**config.mk**
```make
export PLATFORM = sky130hd
export DESIGN_NAME = fe_trigger_framer
export DESIGN_NICKNAME = d
export VERILOG_FILES = /design/src/rtl/fe_framer_pkg.sv /design/src/rtl/fe_framer_out_fifo.sv /design/src/rtl/fe_trigger_framer.sv
export SDC_FILE = /design/constraint.sdc
export NUM_CORES = 1
export LEC_CHECK = 0
export ABC_CLOCK_PERIOD_IN_PS = 4600
export CORE_UTILIZATION = 55
export CTS_CLUSTER_DIAMETER = 100
export DETAILED_ROUTE_END_ITERATION = 16
export PLACE_DENSITY = 0.79
export SYNTH_ARGS = -nofsm -noshare
export SYNTH_HDL_FRONTEND = slang
export SYNTH_HIERARCHICAL = 1
export SYNTH_SLANG_ARGS = --single-unit
```
**constraint.sdc**
```tcl
create_clock -name BUS_CLK -period 4.6 [get_ports BUS_CLK]
set_input_delay 1.38 -clock BUS_CLK [delete_from_list [all_inputs] [get_ports BUS_CLK]]
set_output_delay 1.38 -clock BUS_CLK [all_outputs]
set_load 0.02 [all_outputs]
```
**src/rtl/fe_framer_pkg.sv**
```systemverilog
// Shared types, field positions and word builders for the FE trigger framer.
// Imported by the framer top and its output FIFO.
package fe_framer_pkg;

  typedef enum logic {
    ST_PASS,
    ST_STAMP
  } state_t;

  localparam int TRIG_CNT_W = 24;
  localparam int TS_W       = 27;
  localparam int LOST_W     = 8;
  localparam int KIND_BIT   = 27;
  localparam int TRIG_MSB   = 23;
  localparam int TS_MSB     = 26;

  localparam logic [LOST_W-1:0] LOST_SAT = 8'hFF;

  function automatic logic [31:0] mk_header(
    input logic [3:0]            id,
    input logic [TRIG_CNT_W-1:0] num
  );
    logic [31:0] w;
    w              = '0;
    w[31:28]       = id;
    w[KIND_BIT]    = 1'b0;
    w[TRIG_MSB:0]  = num;
    return w;
  endfunction

  function automatic logic [31:0] mk_stamp(
    input logic [3:0]      id,
    input logic [TS_W-1:0] ts
  );
    logic [31:0] w;
    w            = '0;
    w[31:28]     = id;
    w[KIND_BIT]  = 1'b1;
    w[TS_MSB:0]  = ts;
    return w;
  endfunction

endpackage

```
**src/rtl/fe_framer_out_fifo.sv**
```systemverilog
// FWFT output buffer for the framer; head word is always on rd_data.
// A write into a full buffer is accepted when a pop happens in the same cycle.
module fe_framer_out_fifo
  import fe_framer_pkg::*;
#(
  parameter int DEPTH = 4,
  parameter int W     = 32
) (
  input  logic         clk,
  input  logic         rst_n,
  input  logic         wr_en,
  input  logic [W-1:0] wr_data,
  input  logic         rd_en,
  output logic [W-1:0] rd_data,
  output logic         full,
  output logic         empty
);

  localparam int AW = $clog2(DEPTH);

  logic [W-1:0] mem [DEPTH];
  logic [AW:0]  wr_ptr;
  logic [AW:0]  rd_ptr;
  logic         do_wr;
  logic         do_rd;

  assign empty = (wr_ptr == rd_ptr);
  assign full  = (wr_ptr[AW] != rd_ptr[AW]) &&
                 (wr_ptr[AW-1:0] == rd_ptr[AW-1:0]);

  assign do_rd   = rd_en & ~empty;
  assign do_wr   = wr_en & (~full | do_rd);
  assign rd_data = mem[rd_ptr[AW-1:0]];

  // Storage and pointers; reset clears contents so the head reads zero.
  always_ff @(posedge clk or negedge rst_n) begin
    if (!rst_n) begin
      wr_ptr <= '0;
      rd_ptr <= '0;
      for (int i = 0; i < DEPTH; i++) begin
        mem[i] <= '0;
      end
    end else begin
      if (do_wr) begin
        mem[wr_ptr[AW-1:0]] <= wr_data;
        wr_ptr              <= wr_ptr + 1'b1;
      end
      if (do_rd) begin
        rd_ptr <= rd_ptr + 1'b1;
      end
    end
  end

endmodule

```
**src/rtl/fe_trigger_framer.sv**
```systemverilog
// Passes FE data words through and inserts a trigger header per trigger.
// Optional timestamp word after each header: FE_FRAMER_TIMESTAMP_EN.
module fe_trigger_framer
  import fe_framer_pkg::*;
#(
  parameter logic [3:0] DATA_IDENTIFIER = 4'b0010,
  parameter int         OUT_DEPTH       = 4
) (
  input  logic                  BUS_CLK,
  input  logic                  BUS_RST_N,
  input  logic                  ENABLE,
  input  logic                  TRIGGER,
  input  logic                  IN_FIFO_EMPTY,
  input  logic [31:0]           IN_FIFO_DATA,
  output logic                  IN_FIFO_READ,
  input  logic                  OUT_FIFO_READ,
  output logic                  OUT_FIFO_EMPTY,
  output logic [31:0]           OUT_FIFO_DATA,
  output logic [TRIG_CNT_W-1:0] TRIGGER_COUNT,
  output logic [LOST_W-1:0]     LOST_TRIGGER_COUNT
);

  state_t                state;
  state_t                state_nxt;
  logic                  pending;
  logic [TRIG_CNT_W-1:0] pend_num;
  logic [TRIG_CNT_W-1:0] trig_cnt;
  logic [LOST_W-1:0]     lost_cnt;
  logic                  buf_full;
  logic                  space;
  logic                  wr_en;
  logic [31:0]           wr_data;
  logic                  hdr_wr;
  logic                  in_rd;
  logic                  accept;

`ifdef FE_FRAMER_TIMESTAMP_EN
  logic [TS_W-1:0] ts;
  logic [TS_W-1:0] pend_ts;
  logic [TS_W-1:0] stamp_ts;
`endif

  assign accept = TRIGGER & ENABLE;
  assign space  = ~buf_full | (OUT_FIFO_READ & ~OUT_FIFO_EMPTY);

  assign IN_FIFO_READ       = in_rd;
  assign TRIGGER_COUNT      = trig_cnt;
  assign LOST_TRIGGER_COUNT = lost_cnt;

  // State register.
  always_ff @(posedge BUS_CLK or negedge BUS_RST_N) begin
    if (!BUS_RST_N) state <= ST_PASS;
    else            state <= state_nxt;
  end

  // Header has priority over data; stamp follows the header.
  always_comb begin
    state_nxt = state;
    wr_en     = 1'b0;
    wr_data   = '0;
    hdr_wr    = 1'b0;
    in_rd     = 1'b0;
    unique case (state)
      ST_PASS: begin
        if (pending && space) begin
          wr_en   = 1'b1;
          hdr_wr  = 1'b1;
          wr_data = mk_header(DATA_IDENTIFIER, pend_num);
`ifdef FE_FRAMER_TIMESTAMP_EN
          state_nxt = ST_STAMP;
`else
          state_nxt = ST_PASS;
`endif
        end else if (!IN_FIFO_EMPTY && space) begin
          in_rd   = 1'b1;
          wr_en   = 1'b1;
          wr_data = IN_FIFO_DATA;
        end
      end
      ST_STAMP: begin
`ifdef FE_FRAMER_TIMESTAMP_EN
        if (space) begin
          wr_en     = 1'b1;
          wr_data   = mk_stamp(DATA_IDENTIFIER, stamp_ts);
          state_nxt = ST_PASS;
        end
`else
        state_nxt = ST_PASS;
`endif
      end
    endcase
  end

  // Trigger counting; a header write frees the slot for a same-cycle trigger.
  always_ff @(posedge BUS_CLK or negedge BUS_RST_N) begin
    if (!BUS_RST_N) begin
      trig_cnt <= '0;
      lost_cnt <= '0;
      pending  <= 1'b0;
      pend_num <= '0;
    end else if (accept) begin
      trig_cnt <= trig_cnt + 1'b1;
      if (!pending || hdr_wr) begin
        pending  <= 1'b1;
        pend_num <= trig_cnt;
      end else if (lost_cnt != LOST_SAT) begin
        lost_cnt <= lost_cnt + 1'b1;
      end
    end else if (hdr_wr) begin
      pending <= 1'b0;
    end
  end

`ifdef FE_FRAMER_TIMESTAMP_EN
  // Free-running cycle counter, sampled on accept, held for the stamp word.
  always_ff @(posedge BUS_CLK or negedge BUS_RST_N) begin
    if (!BUS_RST_N) begin
      ts       <= '0;
      pend_ts  <= '0;
      stamp_ts <= '0;
    end else begin
      ts <= ts + 1'b1;
      if (hdr_wr) stamp_ts <= pend_ts;
      if (accept && (!pending || hdr_wr)) pend_ts <= ts;
    end
  end
`endif

  fe_framer_out_fifo #(
    .DEPTH (OUT_DEPTH),
    .W     (32)
  ) u_out_fifo (
    .clk     (BUS_CLK),
    .rst_n   (BUS_RST_N),
    .wr_en   (wr_en),
    .wr_data (wr_data),
    .rd_en   (OUT_FIFO_READ),
    .rd_data (OUT_FIFO_DATA),
    .full    (buf_full),
    .empty   (OUT_FIFO_EMPTY)
  );

endmodule

```
# After elaboration in Yosys (flattened, before gate mapping)
# Cells that the tools add are included.
[classes] n_mux=15 bitwise_logic=9 n_lt_le_gt_ge=3 n_reduce_logical=11 eq_ne=5 n_addsub=4
[ops] operator="32-bit two-way mux" count=5
[ops] operator="128-bit bitwise mux" count=1
[ops] operator="32-bit binary-select mux with 2-bit select" count=1
[ops] operator="32-bit demux with 2-bit select" count=1
[ops] operator="24-bit by 1-bit adder with 24-bit output (second input constant)" count=1
[ops] operator="8-bit by 1-bit adder with 8-bit output (second input constant)" count=1
[ops] operator="8-bit != test (second input constant)" count=1
[ops] operator="1-bit two-way mux" count=7
[ops] operator="3-bit by 1-bit adder with 3-bit output (second input constant)" count=2
[ops] operator="3-bit greater-or-equal comparator (second input constant)" count=2
[ops] operator="2-bit inverter with 3-bit output" count=2
[ops] operator="1-bit logical AND" count=4
[ops] operator="2-bit AND reduction" count=2
[ops] operator="1-bit bitwise AND" count=3
[ops] operator="3-bit == test" count=1
[ops] operator="3-bit by 1-bit less-than comparator with 1-bit output (second input constant)" count=1
[ops] operator="1-bit inverter" count=3
[ops] operator="3-bit AND reduction" count=1
[ops] operator="2-bit == test" count=1
[ops] operator="1-bit logical NOT" count=2
[ops] operator="2-bit by 1-bit != test with 1-bit output (second input constant)" count=1
[ops] operator="2-bit nonzero test" count=1
[ops] operator="1-bit logical OR" count=1
[ops] operator="1-bit != test" count=1
[ops] operator="1-bit bitwise OR" count=1
[word_totals] register_bits=191 in_bits=38 out_inout_bits=66

# Longest topological paths before layout
# Gate-level depths: netlist of run 1.
[logic_depth] depth_word=9 ltp_mapped=11

# Cells and area by module
# The synthesis of run 1 kept the hierarchy.
[by_module_without_submodules] mod="fe_framer_out_fifo" area_each_um2=6222.2 n_inst=1 cells_per_inst=352
[by_module_without_submodules] mod="fe_trigger_framer" area_each_um2=2688.8 n_inst=1 cells_per_inst=219

# Least setup slack after synthesis of run 1
# Ideal clock, no wire load.
[synth_timing] path_type="register to output" start="reg u_out_fifo.rd_ptr[0]" end="out IN_FIFO_READ" t_required_ns=3.220 arrival_ns=2.271 setup_slack_ns=0.949 n_path_buf=2 path_stages_with_launch=8 path_cell_list="dfrtp_1 -> buf_4 -> xor2_2 -> nor3_1 -> nand2b_1 -> and2_1 -> nor3_2 -> clkbuf_1"
[synth_between] elab_chain_cells=7 word_cells_on_any_way=11 cone_classes="eq/ne: 2; mux: 2; bitwise: 4; reduce/logical: 3"
[synth_lines] element="from (decl)" line_no="fe_framer_out_fifo.sv:23" source="logic [AW:0] rd_ptr;"
[synth_lines] element="from (signal assigned)" line_no="fe_framer_out_fifo.sv:49" source="rd_ptr <= rd_ptr + 1'b1;"
[synth_lines] element="3-bit == test *" line_no="fe_framer_out_fifo.sv:27" source="assign empty = (wr_ptr == rd_ptr);"
[synth_lines] element="via OUT_FIFO_EMPTY" line_no="fe_trigger_framer.sv:17" source="output logic OUT_FIFO_EMPTY,"
[synth_lines] element="1-bit inverter *" line_no="fe_trigger_framer.sv:44" source="assign space = ~buf_full | (OUT_FIFO_READ & ~OUT_FIFO_EMPTY);"
[synth_lines] element="1-bit bitwise AND *" line_no="fe_trigger_framer.sv:44"
[synth_lines] element="1-bit bitwise OR *" line_no="fe_trigger_framer.sv:44"
[synth_lines] element="1-bit logical AND" line_no="fe_trigger_framer.sv:74" source="end else if (!IN_FIFO_EMPTY && space) begin"
[synth_lines] element="1-bit two-way mux" line_no="fe_trigger_framer.sv:74"
[synth_lines] element="1-bit two-way mux *" line_no="fe_trigger_framer.sv:65" source="if (pending && space) begin"
[synth_lines] element="to (decl)" line_no="fe_trigger_framer.sv:15" source="output logic IN_FIFO_READ,"
# The timed path passes the listed nets; every way through them passes the cells marked *.

# Final worst setup path of run 1
[layout_timing] start="in OUT_FIFO_READ" end="out IN_FIFO_READ"
[layout_between] elab_chain_cells=5 word_cells_on_any_way=6 cone_classes="mux: 2; bitwise: 2; reduce/logical: 2"
[layout_lines] element="from (decl)" line_no="fe_trigger_framer.sv:16" source="input logic OUT_FIFO_READ,"
[layout_lines] element="1-bit bitwise AND *" line_no="fe_trigger_framer.sv:44"
[layout_lines] element="1-bit bitwise OR *" line_no="fe_trigger_framer.sv:44"
[layout_lines] element="1-bit logical AND" line_no="fe_trigger_framer.sv:74"
[layout_lines] element="1-bit two-way mux" line_no="fe_trigger_framer.sv:74"
[layout_lines] element="1-bit two-way mux *" line_no="fe_trigger_framer.sv:65"
# Every way passes the cells marked *; elsewhere a longest branch is shown, timed or not.

==> metrics.md, run 1 <==
| Metric | Value |
|---|---|
| Hold_sp | u_out_fifo/mem[107] |
| Router iterations before antenna repair | 4 |
| Clock Latency Late Sink | 0.44 ns |
| Core ar. | 15800 µm² |
| Clock Skew | 0.0104 ns |
| Placed insts | 874 |
| Post-synthesis mux area share | 29.0% |
| Final setup vio count | 0 |
| Via density | 5.75 |
| Total wire length | 19000 µm |
| CP startpoint kind | input port |
| Critical path, cell by cell | clkdlybuf4s50_1 > nand2b_1 > and2_1 > nor3_4 > clkdlybuf4s50_1 |
| I/O Pins | 104 |
| Synthesized area | 8910 µm² |
| Reg-to-Reg Start | u_out_fifo/wr_ptr[0] |
| Worst setup path start | OUT_FIFO_READ |
| Resize count post-CTS | 0 |
| CP delay by family, top | buffers and inverters |
| Layout cell share with drive strength beyond 1 | 34.6% |
| GRT Total Usage | 24.7% |
| H-tree depth reported by CTS | 4 |
| Power per standard cell area | 686 nW/µm² |
| GRT Residual Overflow | 0 |
| Mean Syn Cell Area | 15.6 µm² |
| Leakage power | 4.93 nW |
| Clock sink count | 191 |
| Area growth syn-to-layout | 20.3% |
| Crit Path Category | in2out |
| Worst Setup End Kind | output port |
| First-pass GRT wire length | 30700 µm |
| Final Hold Fails | 0 |
| Period minus WS final | 4.37 ns |
| Ranking of synthesized cells by area | dfrtp_1 (54%), mux2_2 (15%), mux4_2 (8.1%) |
| CP max stage cell | clkdlybuf4s50_1 |
| Hold-fix buffers, CTS | 0 |
| Largest family of logic cells by synthesized area | multiplexers |
| CTS tree | built |
| RSZ-0062 raised after global routing | no |
| Max-Slew Margin vs Limit | 46.2% |
| Worst-path fanout max | 3 |
| Slowest stage delay, CP | 0.65 ns |
| DRC viols | 0 |
| Post-synth top area cell | dfrtp_1 |
| Ys async rst share | 100% |
| Nets@finish | 722 |
| EDFF count, synth | 0 |
| Post-Synth Simple-Gate Area | 5.22% |
| Sequential fraction of the synthesis area | 53.6% |
| Power, Total | 7.35 mW |
| Predominant post-synthesis flop cell | dfrtp_1 |
| Postcts setup bufs | 0 |
| # diodes | 0 |
| Clock Tree Buf Depth | 2 |
| Post-synth top cells | dfrtp_1 (191), mux2_2 (120), mux4_2 (32) |
| CP most frequent cell | clkdlybuf4s50_1 |
| Root buf cell | clkbuf_16 |
| Clock transition at path regs | 0.06 ns |
| Critical path arrival | 2.99 ns |
| Synthesized instance count | 571 |
| Post-synthesis compound-gate area fraction | 4.45% |
| Vias in the first global route | 5678 |
| WL/cell | 21.0 µm |
| CP Data Required Time | 3.22 ns |
| Max cap viols | 0 |
| Yosys warns | 6 |
| FILL cells | 1107 |
| Synth Area in Adders | 0.983% |
| Worst vdd ir | 0.000352 V |
| Die Y | 129 µm |
| Distinct cells, synth | 42 |
| ANT nets after route | 0 |
| Cell with the most instances after synthesis | dfrtp_1 |
| Measured slew at the worst slew-check pin | 0.804 ns |
| Fmax | 229 MHz |
| Register bit count reported by yosys | 191 |
| Vias | 5207 |
| Syn_nets | 616 |
| DR iter-0 viols | 229 |
| Post-Route Setup TNS | 0 ns |
| Largest net degree at the start of global routing | 102 |
| Total CTS buffers | 17 |
| Fin. max-slew vios | 0 |
| Row count | 46 |
| HPWL after DPL | 12600 µm |
| Die W | 129 µm |
| Hold Crit Class | reg2reg |
| Buffers & Inverters on Critical Path | 2 |
| Tcrit/Tclk final | 94.9% |
| I/O Buffers | 103 |
| Status | complete, no violations |
| Synth Area in XOR/XNOR | 3.92% |
| Fin cells | 906 |
| Initial antenna violation count | 0 |
| Top-area cell type share of the netlist area | 53.6% |
| GPL Wtd Cong | 0.782 |
| Starting Density | 56.3% |
| Die Area | 16700 µm² |
-- through the flow --
step / area (µm²) / hold slack, ns / worst slack, ns / util (%)
2_1_floorplan: 8910 / 0.459 / 0.949 / -
3_3_place_gp: 10100 / 0.468 / 0.244 / 63.9
3_5_place_dp: 10100 / 0.481 / 0.232 / 63.9
4_1_cts: 10700 / 0.497 / 0.225 / 67.7
5_1_grt: 10700 / 0.517 / 0.195 / 67.7
6_report: 10700 / 0.493 / 0.234 / 67.7
-- kinds of logic after synthesis --
kind of cell    Yosys count
xor+xnor                 36
flops                   191
fa+ha+maj                 7
buf+inv                  34
mux                     188
compound gates           38
simple gates             77
-- cell usage in the layout, fill, tap and decap left out, types with 4 or more instances in the layout --
| cell | Yosys | layout |
|---|---|---|
| nand3_1 | 14 | 14 |
| inv_6 | 0 | 4 |
| mux2_4 | 29 | 29 |
| nand2_1 | 15 | 15 |
| and2_1 | 12 | 12 |
| mux2_1 | 7 | 7 |
| mux2_2 | 120 | 120 |
| and3_1 | 7 | 7 |
| inv_1 | 5 | 5 |
| nor2_1 | 6 | 5 |
| ha_1 | 7 | 7 |
| xnor2_1 | 24 | 24 |
| xor2_1 | 9 | 9 |
| mux4_2 | 32 | 32 |
| clkdlybuf4s50_1 | 0 | 102 |
| o41ai_4 | 4 | 4 |
| nand4_1 | 6 | 6 |
| nor3_1 | 5 | 5 |
| buf_4 | 1 | 11 |
| clkbuf_16 | 0 | 17 |
| a22o_1 | 24 | 24 |
| dfrtp_1 | 191 | 190 |
-- power by group --
| group | switching [mW] | leakage (nW) | internal (mW) |
|---|---|---|---|
| registers | 0.381 | 2.53 | 2.28 |
| clock network | 0.656 | 0.283 | 0.828 |
| logic | 1.51 | 2.11 | 1.71 |
-- layer usage --
layer,vias to the layer above,routed length [µm],global-route usage (%),part of all wire (%)
li1,2334,-,-,-
met2,120,9590,42.0,50
met5,-,0,0,0
met4,0,291,8.30,1.5
met1,2737,8290,31.3,44
met3,16,867,5.57,4.6
-- area by class of cell --
class	instances	area [µm²]	share of cell area [%]
multi-input combinational	346	3890	36.3
tap	216	270	2.52
sequential	191	4780	44.6
clock buffer	19	443	4.13
clock inverter	13	155	1.45
inverter	5	18.8	0.175
timing repair buffer	116	1160	10.8
-- registers in the layout, summed over array words and instances (netlist names) --
name	flops
LOST_TRIGGER_COUNT	8
TRIGGER_COUNT	24
pend_num	24
pending	1
u_out_fifo/mem	128
u_out_fifo/rd_ptr	3
u_out_fifo/wr_ptr	3
-- final timing paths --
| check | end | slack (ns) | cells past startpoint |
|---|---|---|---|
| max | IN_FIFO_READ | 0.23 | 5 |
| min | u_out_fifo/mem[107] | 0.49 | 1 |
| max reg2reg | u_out_fifo/mem[114] | 1.46 | 10 |
| min reg2reg | u_out_fifo/mem[107] | 0.49 | 1 |
| max in group asynchronous | pend_num[21] | 2.69 | 2 |
| min in group asynchronous | LOST_TRIGGER_COUNT[3] | 1.06 | 1 |
No activity file was read; power rests on OpenSTA's default activity.
==> inputs of run 2 (changes only) <==
--- a/config.mk
+++ b/config.mk
@@ -9,7 +9,7 @@
 export CORE_UTILIZATION = 55
 export CTS_CLUSTER_DIAMETER = 100
 export DETAILED_ROUTE_END_ITERATION = 16
-export PLACE_DENSITY = 0.79
+export PLACE_DENSITY = 0.77
 export SYNTH_ARGS = -nofsm -noshare
 export SYNTH_HDL_FRONTEND = slang
 export SYNTH_HIERARCHICAL = 1
==> run 2 against run 1 <==
Total power down 0.66%; via count grew 0.33%; utilization down 0.11 points; sequential power barely moved; first-iteration DRC count increased by 14%.
==> metrics.md, run 2 (synthesized netlist as in run 1, its figures left out) <==
| Metric | Value |
|---|---|
| Status | complete, no violations |
| Most frequent cells in the layout | dfrtp_1 (190), mux2_2 (120), clkdlybuf4s50_1 (102) |
| Row count | 46 |
| Period minus WS final | 4.33 ns |
| Fmax | 231 MHz |
| Max reg flops | 128 |
| Max cap viols | 0 |
| Vias | 5224 |
| Area growth syn-to-layout | 20.1% |
| Hold-fix buffers, CTS | 0 |
| Via density | 5.76 |
| Clock network power share | 19.9% |
| WL/cell | 20.5 µm |
| I/O Pins | 104 |
| ANT nets after route | 0 |
| Tcrit/Tclk final | 94.1% |
| Postcts setup bufs | 0 |
| CP startpoint kind | input port |
| Logic pwr share | 43.8% |
| HPWL after DPL | 12700 µm |
| Post-Route Setup TNS | 0 ns |
| Clock Skew | 0.00717 ns |
| Clock sink count | 191 |
| I/O Buffers | 103 |
| Root buf cell | clkbuf_16 |
| Die Area | 16700 µm² |
| Worst-path fanout max | 3 |
| Die Y | 129 µm |
| Fin. max-slew vios | 0 |
| RSZ-0062 raised after global routing | no |
| DRC viols | 0 |
| Most flop-heavy register | u_out_fifo/mem |
| Resize count post-CTS | 0 |
| Int Pwr | 4.82 mW |
| Leakage power | 4.94 nW |
| CTS tree | built |
| Final Hold Fails | 0 |
| Power per standard cell area | 683 nW/µm² |
| Critical path arrival | 2.95 ns |
| Final setup vio count | 0 |
| Clock Tree Buf Depth | 2 |
| Largest net degree at the start of global routing | 99 |
| Die W | 129 µm |
| Worst Setup End Kind | output port |
| Vias in the first global route | 5732 |
| H-tree depth reported by CTS | 4 |
| Measured slew at the worst slew-check pin | 1.04 ns |
| Max-Slew Margin vs Limit | 30.3% |
| Layout cell share with drive strength beyond 1 | 34.7% |
| Clock transition at path regs | 0.06 ns |
| Core ar. | 15800 µm² |
| FF-to-FF setup slack | 1.38 ns |
| Clock Latency Late Sink | 0.43 ns |
| Crit Path Category | in2out |
| Total wire length | 18600 µm |
| Router iterations before antenna repair | 4 |
| Initial antenna violation count | 0 |
| Starting Density | 56.3% |
| Nets@finish | 724 |
| CP Data Required Time | 3.22 ns |
| Switch Pwr | 2.48 mW |
| Commonest non-fill, non-tap cell in the layout | dfrtp_1 |
| Reg power frac | 36.3% |
| # diodes | 0 |
| Switch share | 34.0% |
| GRT Total Usage | 24.4% |
| DR iter-0 viols | 261 |
| Worst vdd ir | 0.000367 V |
| First-pass GRT wire length | 30500 µm |
| Total CTS buffers | 17 |
| GPL Wtd Cong | 0.763 |
| Power, Total | 7.30 mW |
| Hold Crit Class | reg2reg |
| GRT Residual Overflow | 0 |
run 2: changes by cell type in the layout (fill, tap and decap cells not counted):
cell / delta
clkinv_2: +5
buf_4: +3
inv_6: -3
clkinv_4: -2
clkinvlp_4: -2
buf_12: -1
buf_6: +1
clkbuf_8: +1
inv_8: -1
run 2: per-stage QoR:
stage / worst slack (ns) / cells / instance area (µm²) / util, % / hold WS, ns
floorplan: 0.949 / 571 / 8910 / - / 0.459
global placement: 0.250 / 876 / 10100 / 63.9 / 0.469
detailed placement: 0.266 / 876 / 10100 / 63.9 / 0.485
CTS: 0.261 / 907 / 10700 / 67.6 / 0.498
global route: 0.129 / 907 / 10700 / 67.6 / 0.517
finish: 0.272 / 907 / 10700 / 67.6 / 0.493
run 2: power groups by stage:
stage	combinational [mW]	clock (mW)	sequential [mW]
CTS	3.25	1.48	2.65
global route	3.42	1.56	2.72
finish	3.20	1.45	2.65
global placement	3.14	0	2.61
floorplan	2.33	0	2.57
detailed placement	3.23	0	2.68
run 2: path summary, 6_finish.rpt:
kind | from | to | depth (start not counted)
max | OUT_FIFO_READ | IN_FIFO_READ | 5
min in group asynchronous | BUS_RST_N | u_out_fifo/mem[27] | 1
min | LOST_TRIGGER_COUNT[5] | LOST_TRIGGER_COUNT[5] | 1
min reg2reg | LOST_TRIGGER_COUNT[5] | LOST_TRIGGER_COUNT[5] | 1
max reg2reg | u_out_fifo/wr_ptr[0] | u_out_fifo/mem[2] | 10
max in group asynchronous | BUS_RST_N | TRIGGER_COUNT[9] | 2
run 2: critical path: stages:
cell and delay, ns:
clkdlybuf4s50_1 0.48, nand2b_1 0.07, and2_1 0.21, nor3_4 0.17, clkdlybuf4s50_1 0.64
run 2: final cells by class:
cell class	count	area, µm²
clock buffers	21	470
clock inverters	10	110
fillers	1085	5130
inverters	5	18.8
multi-input cells	346	3890
flip-flops and latches	191	4780
well taps	216	270
repair buffers	118	1160
run 2: metal layers:
metal | share of wire [%] | GRT usage [%] | wire length (µm) | vias up
li1 | - | - | - | 2326
met1 | 44 | 32.2 | 8240 | 2762
met4 | 1.8 | 8.93 | 341 | 0
met2 | 49 | 39.8 | 9170 | 111
met3 | 4.4 | 5.70 | 822 | 25
met5 | 0 | 0 | 0 | -
==> inputs of run 3 (changes only) <==
--- a/config.mk
+++ b/config.mk
@@ -5,7 +5,6 @@
 export SDC_FILE = /design/constraint.sdc
 export NUM_CORES = 1
 export LEC_CHECK = 0
-export ABC_CLOCK_PERIOD_IN_PS = 4600
 export CORE_UTILIZATION = 55
 export CTS_CLUSTER_DIAMETER = 100
 export DETAILED_ROUTE_END_ITERATION = 16
==> results of run 3 <==
The final DEF is identical to that of run 2; final timing and power are the same.
